==> src/rtl/uart_rx_fifo.sv <==
`timescale 1ns/1ps
// -----------------------------------------------------------------------------
// uart_rx_fifo
//
// 8N1 serial receiver (LSB first, idle high) feeding a show-ahead FIFO.
// Bit timing comes from an internal divider of CLK_DIV clocks per bit. The
// start bit is confirmed at mid-bit. Data and stop bits are then sampled one
// full bit period apart. A bad stop bit raises frame_err. A good byte that
// finds the FIFO full raises overrun, unless a pop frees a slot in the same
// cycle.
//
// Parameters
//   CLK_DIV   clock cycles per bit (8..65535)
//   FIFO_AW   FIFO address width, depth = 2**FIFO_AW
//
// Ports
//   clk        rising-edge clock
//   rst        synchronous active-high reset
//   rx_in      asynchronous serial line, idle high
//   rd_en      pop the head entry (ignored while empty)
//   rd_data    head byte, valid while empty = 0 (reads 0x00 when empty)
//   empty      FIFO holds no bytes
//   full       FIFO holds 2**FIFO_AW bytes
//   count      current occupancy
//   frame_err  one-cycle pulse: stop bit sampled low, byte discarded
//   overrun    one-cycle pulse: good byte dropped because FIFO full
// -----------------------------------------------------------------------------
module uart_rx_fifo #(
    parameter int CLK_DIV = 5208,
    parameter int FIFO_AW = 4
) (
    input  logic             clk,
    input  logic             rst,
    input  logic             rx_in,
    input  logic             rd_en,
    output logic [7:0]       rd_data,
    output logic             empty,
    output logic             full,
    output logic [FIFO_AW:0] count,
    output logic             frame_err,
    output logic             overrun
);

    localparam int               DEPTH     = 1 << FIFO_AW;
    localparam logic [15:0]      HALF_LAST = 16'(CLK_DIV / 2 - 1);
    localparam logic [15:0]      BIT_LAST  = 16'(CLK_DIV - 1);
    localparam logic [FIFO_AW:0] DEPTH_CNT = (FIFO_AW + 1)'(DEPTH);

    typedef enum logic [1:0] {IDLE, START, DATA, STOP} rx_state_t;

    // ---------------------------------------------------------------------
    // Input synchronizer
    // ---------------------------------------------------------------------
    logic       rx_meta;
    logic       rx_s;
    // Ones shift in after reset. sync_vld[1] marks the point where rx_s
    // carries the real line level instead of the reset value.
    logic [1:0] sync_vld;

    // NOTE: every clocked block uses non-blocking assignments so that all
    // registers update from values sampled at the same edge.
    always_ff @(posedge clk) begin
        if (rst) begin
            rx_meta  <= 1'b1;
            rx_s     <= 1'b1;
            sync_vld <= 2'b00;
        end else begin
            rx_meta  <= rx_in;
            rx_s     <= rx_meta;
            sync_vld <= {sync_vld[0], 1'b1};
        end
    end

    // ---------------------------------------------------------------------
    // Receive FSM
    // ---------------------------------------------------------------------
    rx_state_t         state;
    logic [15:0]       div_cnt;
    logic [2:0]        bit_idx;
    logic [7:0]        shreg;
    // A start bit is accepted only after the line has really been seen high.
    // This covers a line held low after a framing error or across a reset.
    logic              armed;

    logic              stop_hit;
    logic              push;
    logic              pop;
    logic [FIFO_AW-1:0] wr_ptr;
    logic [FIFO_AW-1:0] rd_ptr;

    assign empty    = (count == '0);
    assign full     = (count == DEPTH_CNT);
    assign pop      = rd_en && !empty;
    assign stop_hit = (state == STOP) && (div_cnt == BIT_LAST);
    // A pop in the same cycle frees the slot a full FIFO would otherwise lack.
    assign push     = stop_hit && rx_s && (!full || pop);

    always_ff @(posedge clk) begin
        if (rst) begin
            state     <= IDLE;
            div_cnt   <= '0;
            bit_idx   <= '0;
            shreg     <= '0;
            armed     <= 1'b0;
            frame_err <= 1'b0;
            overrun   <= 1'b0;
        end else begin
            frame_err <= 1'b0;
            overrun   <= 1'b0;
            case (state)
                IDLE: begin
                    if (!armed) begin
                        armed <= rx_s && sync_vld[1];
                    end else if (!rx_s) begin
                        state   <= START;
                        div_cnt <= '0;
                    end
                end
                START: begin
                    if (div_cnt == HALF_LAST) begin
                        if (rx_s) begin
                            state <= IDLE;          // glitch, not a start bit
                        end else begin
                            state   <= DATA;
                            div_cnt <= '0;
                            bit_idx <= '0;
                        end
                    end else begin
                        div_cnt <= div_cnt + 16'd1;
                    end
                end
                DATA: begin
                    if (div_cnt == BIT_LAST) begin
                        shreg[bit_idx] <= rx_s;
                        div_cnt        <= '0;
                        bit_idx        <= bit_idx + 3'd1;
                        if (bit_idx == 3'd7) begin
                            state <= STOP;
                        end
                    end else begin
                        div_cnt <= div_cnt + 16'd1;
                    end
                end
                STOP: begin
                    if (div_cnt == BIT_LAST) begin
                        state <= IDLE;
                        if (rx_s) begin
                            armed   <= 1'b1;
                            overrun <= full && !pop;
                        end else begin
                            frame_err <= 1'b1;
                            armed     <= 1'b0;
                        end
                    end else begin
                        div_cnt <= div_cnt + 16'd1;
                    end
                end
                default: state <= IDLE;
            endcase
        end
    end

    // ---------------------------------------------------------------------
    // FIFO
    // ---------------------------------------------------------------------
    logic [7:0] mem [DEPTH];

    // NOTE: the storage array has no reset. Pointers and count define which
    // words are valid, so a reset that empties the FIFO is enough.
    always_ff @(posedge clk) begin
        if (push) begin
            mem[wr_ptr] <= shreg;
        end
    end

    always_ff @(posedge clk) begin
        if (rst) begin
            wr_ptr <= '0;
            rd_ptr <= '0;
            count  <= '0;
        end else begin
            if (push) begin
                wr_ptr <= wr_ptr + 1'b1;
            end
            if (pop) begin
                rd_ptr <= rd_ptr + 1'b1;
            end
            case ({push, pop})
                2'b10:   count <= count + 1'b1;
                2'b01:   count <= count - 1'b1;
                default: count <= count;
            endcase
        end
    end

    // Show-ahead head word. It reads 0x00 while empty so that reset gives a
    // defined value even though the array itself is not reset.
    assign rd_data = empty ? 8'h00 : mem[rd_ptr];

endmodule

==> config.mk <==
export PLATFORM = sky130hd
export DESIGN_NAME = uart_rx_fifo
export DESIGN_NICKNAME = d
export VERILOG_FILES = /design/src/rtl/uart_rx_fifo.sv
export SDC_FILE = /design/constraint.sdc
export NUM_CORES = 1
export LEC_CHECK = 0
export ABC_AREA = 1
export CAP_MARGIN = 20
export CORE_ASPECT_RATIO = 1.4
export CORE_MARGIN = 10
export CORE_UTILIZATION = 59
export CTS_BUF_LIST = sky130_fd_sc_hd__clkbuf_8
export DETAILED_ROUTE_END_ITERATION = 8
export DONT_BUFFER_PORTS = 1
export PLACE_DENSITY = 0.84
export SLEW_MARGIN = 20
export SYNTH_ARGS = -nofsm -noshare
export SYNTH_HDL_FRONTEND = slang
export SYNTH_SLANG_ARGS = --single-unit
==> constraint.sdc <==
create_clock -name clk -period 2.2 [get_ports clk]
set_input_delay 0.22 -clock clk [delete_from_list [all_inputs] [get_ports clk]]
set_output_delay 0.22 -clock clk [all_outputs]
set_load 0.01 [all_outputs]
==> out/qor.csv <==
stage;metric;value;unit
sta;hold_viol;0;
pwr;cellLeakagePower;3.33;nW
final_layout;multi_input_area;2840;µm²
logic_synthesis;yosys_most_used_dff;edfxtp_1;
floorplan;die_x;118;µm
place;dpl.hpwl;12800;µm
route;vias;6271;
critical_path;endpoint_kind;output port;
logic_synthesis;syn_area_per_cell;10.3;µm²
sta;slew_headroom;0.498;
final_layout;num-fill-cells;929;
place;dp_slack;-3.48;ps
pwr;power_density;949;nW/µm²
critical_path;crit_type;register to output port;
route;initialDrtViolationCount;617;
sta;timing.final.crit_share;1.00;
sta;timing.hold.ws;45.0;ps
pwr;p_total;8.83;mW
pwr;p_int;5.83;mW
run_status;status;complete, but fails checks;
clock_network;cts_tree;built;
sta;setup_ws;-5.35;ps
clock_network;path_clk_slew;90;ps
route;vias_per_cell;6.15;
logic_synthesis;yosys.area.top_type;edfxtp_1;
global_routing;grt_first_pass_wirelength;31300;µm
critical_path;critPathMaxFanout;20;
logic_synthesis;synth_seq_cells;181;
global_routing;grt_pass1_vias;6239;
place;dpl_cell_area;8370;µm²
pwr;swShare;0.341;
global_routing;antenna_found_initial;0;
job;drv_cap;0;
route;drc;0;
final_layout;drive_above_1_share;0.231;
final_layout;nets;838;
pwr;comb_power_share;0.307;
logic_synthesis;syn_nets;785;
final_layout;final-seq-area;4920;µm²
sta;rsz0062_at_grt;yes;
sta;period_minus_slack;2210;ps
route;routed_wl;20400;µm
clock_network;numCtsBuffers;17;
floorplan;die_area;18600;µm²
final_layout;num_antenna_cells;0;
global_routing;grt_max_degree;27;
clock_network;clock_latency;450;ps
sta;slew_viol_final;0;
route;drtPass1Iterations;5;
final_layout;stdcell_count;1019;
final_layout;fin_area;9310;µm²
critical_path;cp-start-kind;register;
floorplan;dieHeight;157;µm
critical_path;cp.required;1980;ps
pwr;ir_worst_vdd;0.904;mV
worst_hold_path;hp-class;input port to register;
sta;setup_viol;1;
floorplan;initial_utilization;0.598;
route;avgRoutedWirePerCell;20.0;µm
floorplan;coreArea;13300;µm²
run_status;failed_checks;negative setup slack;
sta;tightest_slew;751;ps
global_routing;grt_overflow;0;
clock_network;htreeDepth;4;
logic_synthesis;synth_edf_count;128;
logic_synthesis;ys_top_cells_by_area;edfxtp_1 48%, dfxtp_1 13%, o21ai_0 5.8%, nor2_1 5.7%, nand2_1 3.5%;
pwr;seq_power_share;0.432;
critical_path;rr_startpoint;div_cnt[1];
final_layout;area_growth;17.3;%
logic_synthesis;yosys.area.top_type_share;0.484;
clock_network;clkSinkCount;181;
floorplan;rows;50;
global_routing;grt_usage;0.214;
pwr;p_clk_frac;0.262;
clock_network;clockBufferDepth;2;
sta;fmax;453;MHz
place;gp_congestion;0.932;
logic_synthesis;syn_area;7930;µm²
logic_synthesis;syn_inst;771;
logic_synthesis;synth_cell_types;48;
place;dpl.cell_count;966;
worst_hold_path;hold_path_startpoint;rd_en;
critical_path;critical_path_arrival;1990;ps
logic_synthesis;ys_seq_area_frac;0.618;
pwr;switching_power;3.01;mW
place;io_buffers;0;
floorplan;num_io_pins;21;
clock_network;clockRootBuffer;clkbuf_8;
logic_synthesis;ys_warn_count;0;
sta;fin_skew;13.2;ps
route;ant_nets;0;
logic_synthesis;async_flop_share;0;
-- flip-flops by register name (all words and copies together) (netlist names), named ones only --
register and count:
div_cnt 16, bit_idx 3, frame_err 1, state 1
shreg 8, overrun 1, sync_vld 2, rd_ptr 4
rx_meta 1, armed 1, mem 128, count 5
wr_ptr 4, rx_s 1
-- Yosys cell counts, drive strengths merged, types with 6 or more instances --
master	instances
o21ai	93
ha	10
clkbuf	28
buf	6
nor2	127
edfxtp	128
nand4	16
nor3	6
o221ai	28
nand2	79
a21oi	45
dfxtp	53
nand3	51
inv	61
-- power groups by stage --
stage | clock, mW | combinational, mW | sequential [mW]
global route | 2.44 | 2.92 | 3.82
CTS | 2.32 | 2.32 | 3.80
floorplan | 0 | 1.38 | 3.86
global placement | 0 | 1.94 | 3.84
detailed placement | 0 | 2.02 | 3.85
finish | 2.31 | 2.71 | 3.81
-- path summary, 6_finish.rpt --
kind	to	depth (start not counted)	slack (ps)
setup reg to reg	count[4]	19	60
hold reg to reg	rx_s	1	410
setup / recovery	rd_data[2]	5	-5
hold / removal	overrun	3	50
-- area by class of cell --
| cell class | instances | share of cell area |
|---|---|---|
| Clock buffer | 17 | 0.0251 |
| Inverter | 64 | 0.0286 |
| Clock inverter | 15 | 0.0194 |
| Sequential cell | 181 | 0.529 |
| Tap cell | 182 | 0.0245 |
| Multi-Input combinational cell | 492 | 0.305 |
| Timing Repair Buffer | 68 | 0.0687 |
-- cell families (layout without fill, tap and decap cells) --
kind of cell	Yosys count	after routing	synth area share
xor+xnor	3	3	0.00331
fa+ha+maj	10	10	0.0158
buf+inv	98	164	0.0513
flops	181	181	0.618
simple gates	292	292	0.170
compound gates	187	187	0.141
-- cell usage in the layout, fill, tap and decap left out, drive strengths merged, types with 4 or more instances in the layout --
cell type,netlist,layout
a21oi,45,45
clkinvlp,0,7
or2,4,4
nor2,127,127
inv,61,64
nand2,79,79
nor3,6,6
a31oi,4,4
ha,10,10
edfxtp,128,128
o21ai,93,93
o22ai,5,5
o221ai,28,28
nand4,16,16
buf,6,66
clkinv,3,5
nand3,51,51
clkbuf,28,17
nor4,5,5
dfxtp,53,53
-- metal layers --
layer	part of all wire	track usage	vias up
li1	-	-	2860
met1	0.34	0.222	2958
met2	0.53	0.390	368
met3	0.077	0.0416	85
met4	0.050	0.133	0
met5	0	0	-
-- metrics by stage --
stage	util	setup TNS, ps
floorplan	-	0
global placement	0.631	0
detailed placement	0.631	-3.48
CTS	0.679	-136
global route	0.702	-659
finish	0.702	-5.35
-- worst max-delay path: stages (launching register included) --
cell and delay [ps]:
dfxtp_4 470, buf_6 210, o21ai_0 110, o221ai_1 300, nand3_1 210, a21oi_2 240
-- what timing repair did --
item                                   4_1_cts  5_1_grt
hold buffers                                 2        0
endpoints found under the hold margin       26        0
gates resized for setup                     24       63
gates cloned                                 3        0
setup buffers                                5       10
setup endpoints to repair                    9      138
pin swaps                                    7       26
Power figures use the tool's default switching activity.
